$ cat src/rtl/sd_pkg.sv
// Shared definitions for the SPI-mode SD card responder:
// command indices, R1 flag bit positions, frame length and frame FSM states.
package sd_pkg;

  localparam logic [5:0] CMD0  = 6'd0;
  localparam logic [5:0] CMD8  = 6'd8;
  localparam logic [5:0] CMD41 = 6'd41;
  localparam logic [5:0] CMD55 = 6'd55;
  localparam logic [5:0] CMD58 = 6'd58;

  localparam int unsigned R1_IDLE    = 0;
  localparam int unsigned R1_ILLEGAL = 2;
  localparam int unsigned R1_CRC_ERR = 3;

  localparam int unsigned FRAME_LEN = 48;

  typedef enum logic [1:0] {
    ST_HUNT,
    ST_RX,
    ST_DELAY,
    ST_TX
  } frame_state_t;

endpackage

$ cat src/rtl/sd_crc7.sv
// Serial CRC7 (x^7 + x^3 + 1), MSB-first, one bit per enabled clock.
// Ports: clk, rst (async active-low), i_clr (restart from zero),
//        i_en (absorb i_bit), i_bit, o_crc (current 7-bit remainder).
module sd_crc7 (
  input  logic       clk,
  input  logic       rst,
  input  logic       i_clr,
  input  logic       i_en,
  input  logic       i_bit,
  output logic [6:0] o_crc
);

  logic [6:0] r_crc;
  logic [6:0] w_base;
  logic       w_fb;

  // Clear together with enable absorbs the bit into a fresh remainder,
  // so the first frame bit is never lost.
  always_comb begin
    w_base = i_clr ? '0 : r_crc;
    w_fb   = i_bit ^ w_base[6];
  end

  always_ff @(posedge clk or negedge rst) begin
    if (!rst) begin
      r_crc <= '0;
    end else if (i_en) begin
      r_crc <= {w_base[5:3], w_base[2] ^ w_fb, w_base[1:0], w_fb};
    end else if (i_clr) begin
      r_crc <= '0;
    end
  end

  assign o_crc = r_crc;

endmodule

$ cat src/rtl/sd_spi_responder.sv
// SPI-mode SD card emulator (card side). Oversamples sclk/cs_n/mosi in the
// clk domain, receives 48-bit command frames, answers with R1 or R7 after
// RESP_DELAY filler bytes, and tracks the idle/ACMD41 initialisation state.
// Ports: clk, rst (async active-low), sclk/cs_n/mosi (async host inputs),
//        miso, cmd_valid (1-clk pulse), cmd_index, cmd_arg, card_ready.
module sd_spi_responder
  import sd_pkg::*;
#(
  parameter int unsigned RESP_DELAY   = 1,
  parameter int unsigned ACMD41_COUNT = 3,
  parameter int unsigned CRC_CHECK    = 1
) (
  input  logic        clk,
  input  logic        rst,
  input  logic        sclk,
  input  logic        cs_n,
  input  logic        mosi,
  output logic        miso,
  output logic        cmd_valid,
  output logic [5:0]  cmd_index,
  output logic [31:0] cmd_arg,
  output logic        card_ready
);

  logic [1:0]   r_sclk_sync, r_cs_sync, r_mosi_sync;
  logic         r_sclk_prev;
  frame_state_t r_state, w_state_nxt;
  logic [5:0]   r_bit_cnt;
  logic [2:0]   r_byte_cnt;
  logic [45:0]  r_shift;
  logic [39:0]  r_tx;
  logic         r_tx_long;
  logic         r_pending;
  logic [7:0]   r_acmd_cnt;

  logic         w_rise, w_fall, w_cs_n, w_mosi;
  logic         w_start, w_last_bit, w_good, w_delay_done, w_tx_done;
  logic         w_crc_en, w_crc_clr, w_crc_err;
  logic [6:0]   w_crc;
  logic [46:0]  w_frame;
  logic [5:0]   w_idx;
  logic [31:0]  w_arg;
  logic [7:0]   w_r1, w_cnt_sat, w_cnt_nxt;
  logic [31:0]  w_tail;
  logic         w_long, w_ready_nxt, w_pend_nxt;

  assign w_cs_n  = r_cs_sync[1];
  assign w_mosi  = r_mosi_sync[1];
  assign w_rise  = r_sclk_sync[1] & ~r_sclk_prev;
  assign w_fall  = ~r_sclk_sync[1] & r_sclk_prev;

  // Frame bits 46..0; the start bit is implied by having left HUNT.
  assign w_frame    = {r_shift, w_mosi};
  assign w_idx      = w_frame[45:40];
  assign w_arg      = w_frame[39:8];
  assign w_start    = (r_state == ST_HUNT) && w_rise && !w_cs_n && !w_mosi;
  assign w_last_bit = (r_state == ST_RX) && w_rise && (r_bit_cnt == 6'(FRAME_LEN - 1));
  assign w_good     = w_last_bit && w_frame[46] && w_frame[0];
  assign w_delay_done = (r_state == ST_DELAY) && w_fall && (r_bit_cnt == 6'd7) &&
                        (r_byte_cnt == 3'(RESP_DELAY - 1));
  // One extra falling edge after the last response bit restores miso high.
  assign w_tx_done  = (r_state == ST_TX) && w_fall &&
                      (r_byte_cnt == (r_tx_long ? 3'd5 : 3'd1));

  assign w_crc_clr  = (r_state == ST_HUNT) || w_cs_n;
  assign w_crc_en   = w_start || ((r_state == ST_RX) && w_rise && !w_cs_n && (r_bit_cnt < 6'd40));
  assign w_crc_err  = (CRC_CHECK != 0) && (w_frame[7:1] != w_crc);

  sd_crc7 u_crc7 (
    .clk   (clk),
    .rst   (rst),
    .i_clr (w_crc_clr),
    .i_en  (w_crc_en),
    .i_bit (w_mosi),
    .o_crc (w_crc)
  );

  always_comb begin
    w_state_nxt = r_state;
    if (w_cs_n) begin
      w_state_nxt = ST_HUNT;
    end else begin
      case (r_state)
        ST_HUNT:  if (w_start)      w_state_nxt = ST_RX;
        ST_RX:    if (w_last_bit)   w_state_nxt = w_good ? ST_DELAY : ST_HUNT;
        ST_DELAY: if (w_delay_done) w_state_nxt = ST_TX;
        ST_TX:    if (w_tx_done)    w_state_nxt = ST_HUNT;
        default:                    w_state_nxt = ST_HUNT;
      endcase
    end
  end

  // Response and card-state update for the frame completing this cycle.
  always_comb begin
    w_cnt_sat   = (r_acmd_cnt >= 8'(ACMD41_COUNT)) ? r_acmd_cnt : r_acmd_cnt + 8'd1;
    w_ready_nxt = card_ready;
    w_pend_nxt  = 1'b0;
    w_cnt_nxt   = r_acmd_cnt;
    w_r1        = '0;
    w_r1[R1_IDLE] = ~card_ready;
    w_long      = 1'b0;
    w_tail      = '1;
    if (w_crc_err) begin
      w_r1[R1_CRC_ERR] = 1'b1;
    end else begin
      case (w_idx)
        CMD0: begin
          w_ready_nxt = 1'b0;
          w_cnt_nxt   = '0;
          w_r1        = 8'h01;
        end
        CMD8: begin
          w_long = 1'b1;
          w_tail = {16'h0000, 4'h0, w_arg[11:8], w_arg[7:0]};
        end
        CMD55: w_pend_nxt = 1'b1;
        CMD41: begin
          if (r_pending) begin
            w_cnt_nxt = w_cnt_sat;
            if (w_cnt_sat == 8'(ACMD41_COUNT)) w_ready_nxt = 1'b1;
            w_r1[R1_IDLE] = ~w_ready_nxt;
          end else begin
            w_r1[R1_ILLEGAL] = 1'b1;
          end
        end
        CMD58: begin
          w_long = 1'b1;
          w_tail = {card_ready ? 8'hC0 : 8'h00, 8'hFF, 8'h80, 8'h00};
        end
        default: w_r1[R1_ILLEGAL] = 1'b1;
      endcase
    end
  end

  always_ff @(posedge clk or negedge rst) begin
    if (!rst) begin
      r_sclk_sync <= '0;
      r_cs_sync   <= '1;
      r_mosi_sync <= '1;
      r_sclk_prev <= 1'b0;
      r_state     <= ST_HUNT;
      r_bit_cnt   <= '0;
      r_byte_cnt  <= '0;
      r_shift     <= '0;
      r_tx        <= '1;
      r_tx_long   <= 1'b0;
      r_pending   <= 1'b0;
      r_acmd_cnt  <= '0;
      miso        <= 1'b1;
      cmd_valid   <= 1'b0;
      cmd_index   <= '0;
      cmd_arg     <= '0;
      card_ready  <= 1'b0;
    end else begin
      r_sclk_sync <= {r_sclk_sync[0], sclk};
      r_cs_sync   <= {r_cs_sync[0], cs_n};
      r_mosi_sync <= {r_mosi_sync[0], mosi};
      r_sclk_prev <= r_sclk_sync[1];
      r_state     <= w_state_nxt;
      cmd_valid   <= 1'b0;
      if (w_cs_n) begin
        miso       <= 1'b1;
        r_bit_cnt  <= '0;
        r_byte_cnt <= '0;
      end else begin
        case (r_state)
          ST_HUNT: begin
            r_byte_cnt <= '0;
            if (w_start) r_bit_cnt <= 6'd1;
            else         r_bit_cnt <= '0;
          end
          ST_RX: if (w_rise) begin
            r_shift <= {r_shift[44:0], w_mosi};
            if (w_last_bit) begin
              r_bit_cnt  <= '0;
              r_byte_cnt <= '0;
              if (w_good) begin
                cmd_valid  <= 1'b1;
                cmd_index  <= w_idx;
                cmd_arg    <= w_arg;
                r_tx       <= {w_r1, w_tail};
                r_tx_long  <= w_long;
                r_pending  <= w_pend_nxt;
                if (!w_crc_err) begin
                  card_ready <= w_ready_nxt;
                  r_acmd_cnt <= w_cnt_nxt;
                end
              end
            end else begin
              r_bit_cnt <= r_bit_cnt + 6'd1;
            end
          end
          ST_DELAY: if (w_fall) begin
            miso <= 1'b1;
            if (r_bit_cnt == 6'd7) begin
              r_bit_cnt  <= '0;
              r_byte_cnt <= w_delay_done ? 3'd0 : r_byte_cnt + 3'd1;
            end else begin
              r_bit_cnt <= r_bit_cnt + 6'd1;
            end
          end
          ST_TX: if (w_fall) begin
            if (w_tx_done) begin
              miso       <= 1'b1;
              r_bit_cnt  <= '0;
              r_byte_cnt <= '0;
            end else begin
              miso <= r_tx[39];
              r_tx <= {r_tx[38:0], 1'b1};
              if (r_bit_cnt == 6'd7) begin
                r_bit_cnt  <= '0;
                r_byte_cnt <= r_byte_cnt + 3'd1;
              end else begin
                r_bit_cnt <= r_bit_cnt + 6'd1;
              end
            end
          end
          default: r_bit_cnt <= '0;
        endcase
      end
    end
  end

endmodule

$ cat config.mk
export PLATFORM = sky130hd
export DESIGN_NAME = sd_spi_responder
export DESIGN_NICKNAME = d
export VERILOG_FILES = /design/src/rtl/sd_pkg.sv /design/src/rtl/sd_crc7.sv /design/src/rtl/sd_spi_responder.sv
export SDC_FILE = /design/constraint.sdc
export NUM_CORES = 1
export LEC_CHECK = 0
export BUFFER_PORTS_ARGS = -buffer_cell sky130_fd_sc_hd__buf_2
export CORE_ASPECT_RATIO = 0.6
export CORE_UTILIZATION = 56
export DETAILED_ROUTE_END_ITERATION = 10
export PLACE_DENSITY = 0.75
export SYNTH_ARGS = -nofsm -noshare
export SYNTH_HDL_FRONTEND = slang
export SYNTH_HIERARCHICAL = 1
export SYNTH_SLANG_ARGS = --single-unit
$ cat constraint.sdc
create_clock -name clk -period 2.87 [get_ports clk]
set_input_delay 0.287 -clock clk [delete_from_list [all_inputs] [get_ports clk]]
set_output_delay 0.287 -clock clk [all_outputs]
set_load 0.1 [all_outputs]
Word level (Yosys, flattened, before mapping)
Cells that the tools add are included.
{"block": "totals", "ff_bits": 162, "inputBits": 5, "wordCells": 161}
{"block": "op_classes", "addsub": 3, "n_lt_le_gt_ge": 2, "eq_ne": 27, "mux": 67, "bitwise": 10, "reduce_logical": 34}
{"operator": "40-bit two-way mux", "n": 5}
{"operator": "40-bit case mux with 2 select lines", "n": 1}
{"operator": "32-bit case mux with 2 select lines", "n": 1}
{"operator": "6-bit two-way mux", "n": 7}
{"operator": "3-bit two-way mux", "n": 11}
{"operator": "32-bit two-way mux", "n": 1}
{"operator": "6-bit equality test, second input constant", "n": 4}
{"operator": "8-bit two-way mux", "n": 3}
{"operator": "6-bit case mux with 4 select lines", "n": 1}
{"operator": "1-bit two-way mux", "n": 22}
{"operator": "3-bit inequality test, second input constant", "n": 7}
{"operator": "8-bit case mux with 2 select lines", "n": 1}
{"operator": "1-bit logical AND", "n": 14}
{"operator": "7-bit two-way mux", "n": 2}
{"operator": "2-bit two-way mux", "n": 6}
{"operator": "2-bit inequality test, second input constant", "n": 6}
{"operator": "3-bit case mux with 4 select lines", "n": 1}
{"operator": "3-bit AND reduction", "n": 3}
{"operator": "8-bit by 1-bit adder with 8-bit output, second input constant", "n": 1}
{"operator": "8-bit by 2-bit equality test with 1-bit output, second input constant", "n": 1}
{"operator": "8-bit by 2-bit >= comparator with 1-bit output, second input constant", "n": 1}
{"operator": "1-bit case mux with 2 select lines", "n": 4}
{"operator": "2-bit case mux with 4 select lines", "n": 1}
{"operator": "8-bit AND reduction", "n": 1}
{"operator": "other kinds (27)", "n": 38}

Longest topological paths before layout
{"block": "depth", "ltp_word": 15, "mapped_depth": 10, "mapped_depth_nobuf": 7}

Cells and area by module
The synthesis kept the hierarchy.
{"module": "sd_spi_responder", "instances": 1, "cells_per_inst": 645, "area_each_um2": 6789.0}
{"module": "sd_crc7", "instances": 1, "cells_per_inst": 31, "area_each_um2": 331.6}

Worst setup path after synthesis
OpenSTA, ideal clock, no wires.
{"block": "synth_path", "path_kind": "register -> register", "start": "reg r_acmd_cnt[0]", "end": "reg r_tx[32]", "t_arrival_ns": 1.955, "slack_ns": 0.831, "path_stages_with_launch": 7, "n_path_buf": 0, "synth_period_minus_slack_ns": 2.039, "path_cell_list": "dfrtp_1 ha_1 or3b_2 a2111oi_4 a41oi_1 a211oi_1 o21ai_1"}
{"block": "synth_via", "elab_chain_cells": 15, "elab_cells_between_ends": 16}
{"item": "start, declared", "line": "sd_spi_responder.sv:34", "text": "logic [7:0] r_acmd_cnt;"}
{"item": "start signal, assigned", "line": "sd_spi_responder.sv:186", "text": "r_acmd_cnt <= w_cnt_nxt;"}
{"item": "8-bit by 1-bit adder with 8-bit output or 8-bit by 2-bit >= comparator with 1-bit output (tied branches)", "line": "sd_spi_responder.sv:95", "text": "w_cnt_sat = (r_acmd_cnt >= 8'(ACMD41_COUNT)) ? r_acmd_cnt : r_acmd_cnt + 8'd1;"}
{"item": "8-bit two-way mux (*)", "line": "sd_spi_responder.sv:95"}
{"item": "8-bit by 2-bit equality test with 1-bit output (*)", "line": "sd_spi_responder.sv:120", "text": "if (w_cnt_sat == 8'(ACMD41_COUNT)) w_ready_nxt = 1'b1;"}
{"item": "1-bit two-way mux (*)", "line": "sd_spi_responder.sv:120"}
{"item": "1-bit two-way mux (*)", "line": "sd_spi_responder.sv:118", "text": "if (r_pending) begin"}
{"item": "1-bit two-way mux (*)", "line": "sd_spi_responder.sv:106", "text": "case (w_idx)"}
{"item": "1-bit two-way mux (*)", "line": "sd_spi_responder.sv:103", "text": "if (w_crc_err) begin"}
{"item": "1-bit inverter (*)", "line": "sd_spi_responder.sv:121", "text": "w_r1[R1_IDLE] = ~w_ready_nxt;"}
{"item": "1-bit two-way mux (*)", "line": "sd_spi_responder.sv:118"}
{"item": "1-bit case mux with 2 select lines (*)", "line": "sd_spi_responder.sv:106"}
{"item": "3-bit two-way mux (*)", "line": "sd_spi_responder.sv:103"}
{"item": "40-bit two-way mux (*)", "line": "sd_spi_responder.sv:177", "text": "if (w_good) begin"}
{"item": "40-bit two-way mux (*)", "line": "sd_spi_responder.sv:174", "text": "if (w_last_bit) begin"}
{"item": "40-bit two-way mux (*)", "line": "sd_spi_responder.sv:172", "text": "ST_RX: if (w_rise) begin"}
{"item": "40-bit case mux with 2 select lines (*)", "line": "sd_spi_responder.sv:166", "text": "case (r_state)"}
{"item": "end signal, assigned", "line": "sd_spi_responder.sv:181", "text": "r_tx <= {w_r1, w_tail};"}
{"item": "end signal, assigned", "line": "sd_spi_responder.sv:209", "text": "r_tx <= {r_tx[38:0], 1'b1};"}
{"item": "end, declared", "line": "sd_spi_responder.sv:31", "text": "logic [39:0] r_tx;"}
Mark *: on every way between the ends. The rest lies on a longest branch, timed or not. The select of a mux whose other input is x is not followed.
A chain may end at the register's enable or synchronous reset.

Worst setup path after layout
{"block": "layout_path", "start": "reg r_state[1]", "end": "reg r_tx[3]"}
{"block": "layout_via", "elab_chain_cells": 7, "elab_cells_between_ends": 16}
{"item": "start, declared", "line": "sd_spi_responder.sv:27", "text": "frame_state_t r_state, w_state_nxt;"}
{"item": "start signal, assigned", "line": "sd_spi_responder.sv:159", "text": "r_state <= w_state_nxt;"}
{"item": "2-bit by 1-bit equality test with 1-bit output", "line": "sd_spi_responder.sv:57, sd_spi_responder.sv:166"}
{"item": "1-bit logical AND (2 in series)", "line": "sd_spi_responder.sv:57", "text": "assign w_last_bit = (r_state == ST_RX) && w_rise && (r_bit_cnt == 6'(FRAME_LEN - 1));"}
{"item": "1-bit logical AND (2 in series)", "line": "sd_spi_responder.sv:58", "text": "assign w_good = w_last_bit && w_frame[46] && w_frame[0];"}
{"item": "2-bit inequality test (no source line)"}
{"item": "7-bit AND reduction (no source line)"}
Several ways; a longest one is shown, not always the timed one.

==> run summary <==
WL met3 = 709 um
Num CTS Buffers = 17
Multi-input gate area = 2800 um2
Final Hold Fails = 0
Core Region = 12,200 um2
post-synthesis sequential area ratio = 57.7%
Worst R2R End = r_tx[3]
Diodes inserted = 0
DR WL/cell = 15.6 um
Die Footprint = 13,200 um2
post-cts hold buffer count = 4
Critical Path Source Type = flop
CTS tree = done
LEAKAGE = 4.03 nW
flip-flop and latch area = 4110 um2
Post-synth EDFFs = 0
CP max-delay cell = dfrtp_1
total vias in the final route = 4,981
DRT iter0 DRCs = 354
CP Class = reg -> reg
Final ANT Viol Nets = 0
WP data arrival = 2650 ps
worst reg2reg path depth = 6
die width = 148 um
Slew @ Worst Pin = 860 ps
Mapped Cells = 676
DRC Markers = 0
overall power = 4.72 mW
latest clock arrival within the worst-skew pair = 420 ps
Sink Count = 162
Post-CTS Setup Inserts = 0
Starting Density = 58.3%
first-pass GRT wire length = 23.6 mm
layout cell share with drive strength beyond 1 = 27.6%
Die Ht = 89.3 um
worst reg2reg path startpoint = r_state[1]
Final nets = 729
worst path required time = 3210 ps
critical path endpoint = r_tx[3]
CP max stage delay = 530 ps
Routability Congestion = 0.790
Hold Crit Class = reg -> reg
top_reg_cell synth = dfrtp_1
pre-CTS WS = 614 ps
register-to-register setup slack = 560 ps
highest routed layer = met4
Boundary Pins = 46
slew margin rel. = 42.3%
Unique masters post-synth = 63
Max Freq = 433 MHz
worst-path cell chain = nand4b_1 -> nor3_2 -> o21a_1 -> buf_4 -> nor2_1 -> a31oi_1
vias per cell = 5.55
FF+latch count, synth = 162
area delta synth->final = 14.4%
WL met1 = 6.82 mm
post-synthesis cell area = 7120 um2
syn avg cell area = 10.5 um2
Buffers on Ports = 45
Post-synth ARST share = 100%
Clock Skews = 13.3 ps
setup tns final = 0 ps
synth warn = 6
Max clock buf depth = 2
Final min period = 2310 ps
met2 WL = 6.36 mm
post-cts resize count = 0
RSZ-0062 raised after global routing = false
Max IR drop VDD = 381 uV
Critical path origin = r_state[1]
total of max-cap violations = 0
clock slew at reported path FFs = 70 ps
Fillers = 925
final setup vio count = 0
Worst setup EP type = flop
Cell Rows = 31
Crit Path Max Fanout = 14
final WL = 14.0 mm
GRT Residual Overflow = 0
syn nets = 686
Pre-Repair DR Iteration Count = 5
initial antenna violation count = 0
final setup margin = 561 ps
vias in the first global route = 4,786
status = finished, final reports clean
power density over cell area = 579 nW/um2
Overall Global Routing Usage = 23.1%
DP HPWL = 9.09 mm
pin count of the biggest net entering global routing = 81
final cycle utilization of the critical path = 80.5%
Root Driver = clkbuf_16
Slew Viols, Final = 0
H-tree Lvls = 4
==> flip-flops by register name, indices dropped and copies added, names as in the netlist, 3 cells and up <==
| register | flops |
|---|---|
| r_shift | 46 |
| r_tx | 40 |
| cmd_arg | 32 |
| r_acmd_cnt | 8 |
| u_crc7/o_crc | 7 |
| cmd_index | 6 |
| r_bit_cnt | 6 |
| r_byte_cnt | 3 |
==> metal layers <==
metal | vias to the layer above | GRT usage, %
met5 | - | 0
met4 | 0 | 8.34
met3 | 12 | 5.92
met2 | 119 | 35.4
met1 | 2455 | 32.2
li1 | 2395 | -
==> layout by cell type, fill, tap and decap left out, drive strengths merged, types with 2 or more instances in the layout <==
master,count
or4,3
and3,5
o21ai,21
inv,18
nand2b,5
nor4,5
a211oi,2
nand3b,4
clkinv,3
nand3,24
dfrtp,117
o31ai,21
dlygate4sd3,4
nand4,3
mux2i,5
o21a,2
buf,59
nand2,175
clkbuf,18
a21oi,10
mux2,46
a21o,2
o21bai,2
a22oi,2
nor2,53
dfstp,45
nor2b,9
a31oi,20
nand4b,5
or2,2
or3b,2
and2,3
ha,5
nor3,8
xor2,9
==> critical path, delay by kind of cell, from the launching register on <==
family          cells  cell delay (ps)
buf+inv             1              230
flops               1              530
compound gates      2              640
simple gates        3              830
==> logic make-up (layout without fill, tap and decap cells) <==
| kind of cell | after synthesis | after routing | synth area share (%) |
|---|---|---|---|
| AND/OR/NAND/NOR | 312 | 312 | 20.3 |
| XOR/XNOR | 9 | 9 | 1.11 |
| flip-flops | 162 | 162 | 57.7 |
| AO/OA/AOI/OAI | 90 | 90 | 8.84 |
| multiplexers | 51 | 51 | 7.98 |
| adder cells (fa/ha/maj) | 5 | 5 | 0.879 |
| buffers and inverters | 47 | 103 | 3.13 |
==> cell usage after synthesis, drive strengths merged, types with 2 or more instances <==
library cell / n / area, um2
nand4: 3 / 18.8
nor2: 53 / 199
nor3: 8 / 50.1
buf: 19 / 106
ha: 5 / 62.6
a21o: 2 / 16.3
clkbuf: 20 / 86.3
a22oi: 2 / 15.0
nand4b: 5 / 50.0
and3: 5 / 31.3
or4: 3 / 26.3
nand3b: 4 / 30.0
or2: 2 / 12.5
o21ai: 21 / 113
nor4: 5 / 73.8
mux2: 46 / 518
nand2b: 5 / 38.8
xor2: 9 / 78.8
or3b: 2 / 17.5
o21a: 2 / 15.0
dfstp: 45 / 1180
o31ai: 21 / 171
a211oi: 2 / 15.0
nand3: 24 / 120
inv: 8 / 30.0
dfrtp: 117 / 2930
a21oi: 10 / 53.8
a31oi: 20 / 125
nor2b: 9 / 56.3
o21bai: 2 / 15.0
nand2: 175 / 657
and2: 3 / 18.8
mux2i: 5 / 50.1
==> worst min-delay path by stage <==
stage                               from             end  slack, ps  depth (start not counted)
after floorplan                      rst      card_ready         -9                          0
after global placement    r_sclk_sync[0]  r_sclk_sync[1]        340                          0
after detailed placement  r_sclk_sync[0]  r_sclk_sync[1]        340                          0
after CTS                   r_cs_sync[0]    r_cs_sync[1]        360                          0
after global routing      r_mosi_sync[0]  r_mosi_sync[1]        360                          0
final                       r_cs_sync[0]    r_cs_sync[1]        360                          0
==> report_power, final <==
| part | internal, mW | leakage [nW] | switching [mW] |
|---|---|---|---|
| Sequential | 2.30 | 2.09 | 0.0172 |
| Combinational | 0.0398 | 1.64 | 0.0880 |
| Clock | 1.27 | 0.299 | 1.00 |
==> area by class of cell <==
class | instances | area share [%]
flip-flops and latches | 162 | 50.5
clock inverters | 14 | 1.94
repair buffers | 63 | 4.93
well taps | 165 | 2.53
clock buffers | 18 | 5.39
inverters | 8 | 0.369
multi-input cells | 467 | 34.4
==> metrics by stage <==
| step | util [%] | std cells | hold slack (ps) | cell area [um2] |
|---|---|---|---|---|
| after floorplan | - | 676 | -8.59 | 7120 |
| after global placement | 61.4 | 861 | 337 | 7510 |
| after detailed placement | 61.4 | 861 | 345 | 7510 |
| after CTS | 66.7 | 897 | 357 | 8140 |
| after global routing | 66.7 | 897 | 360 | 8140 |
| final | 66.7 | 897 | 355 | 8140 |
No activity file was read; power rests on OpenSTA's default activity.
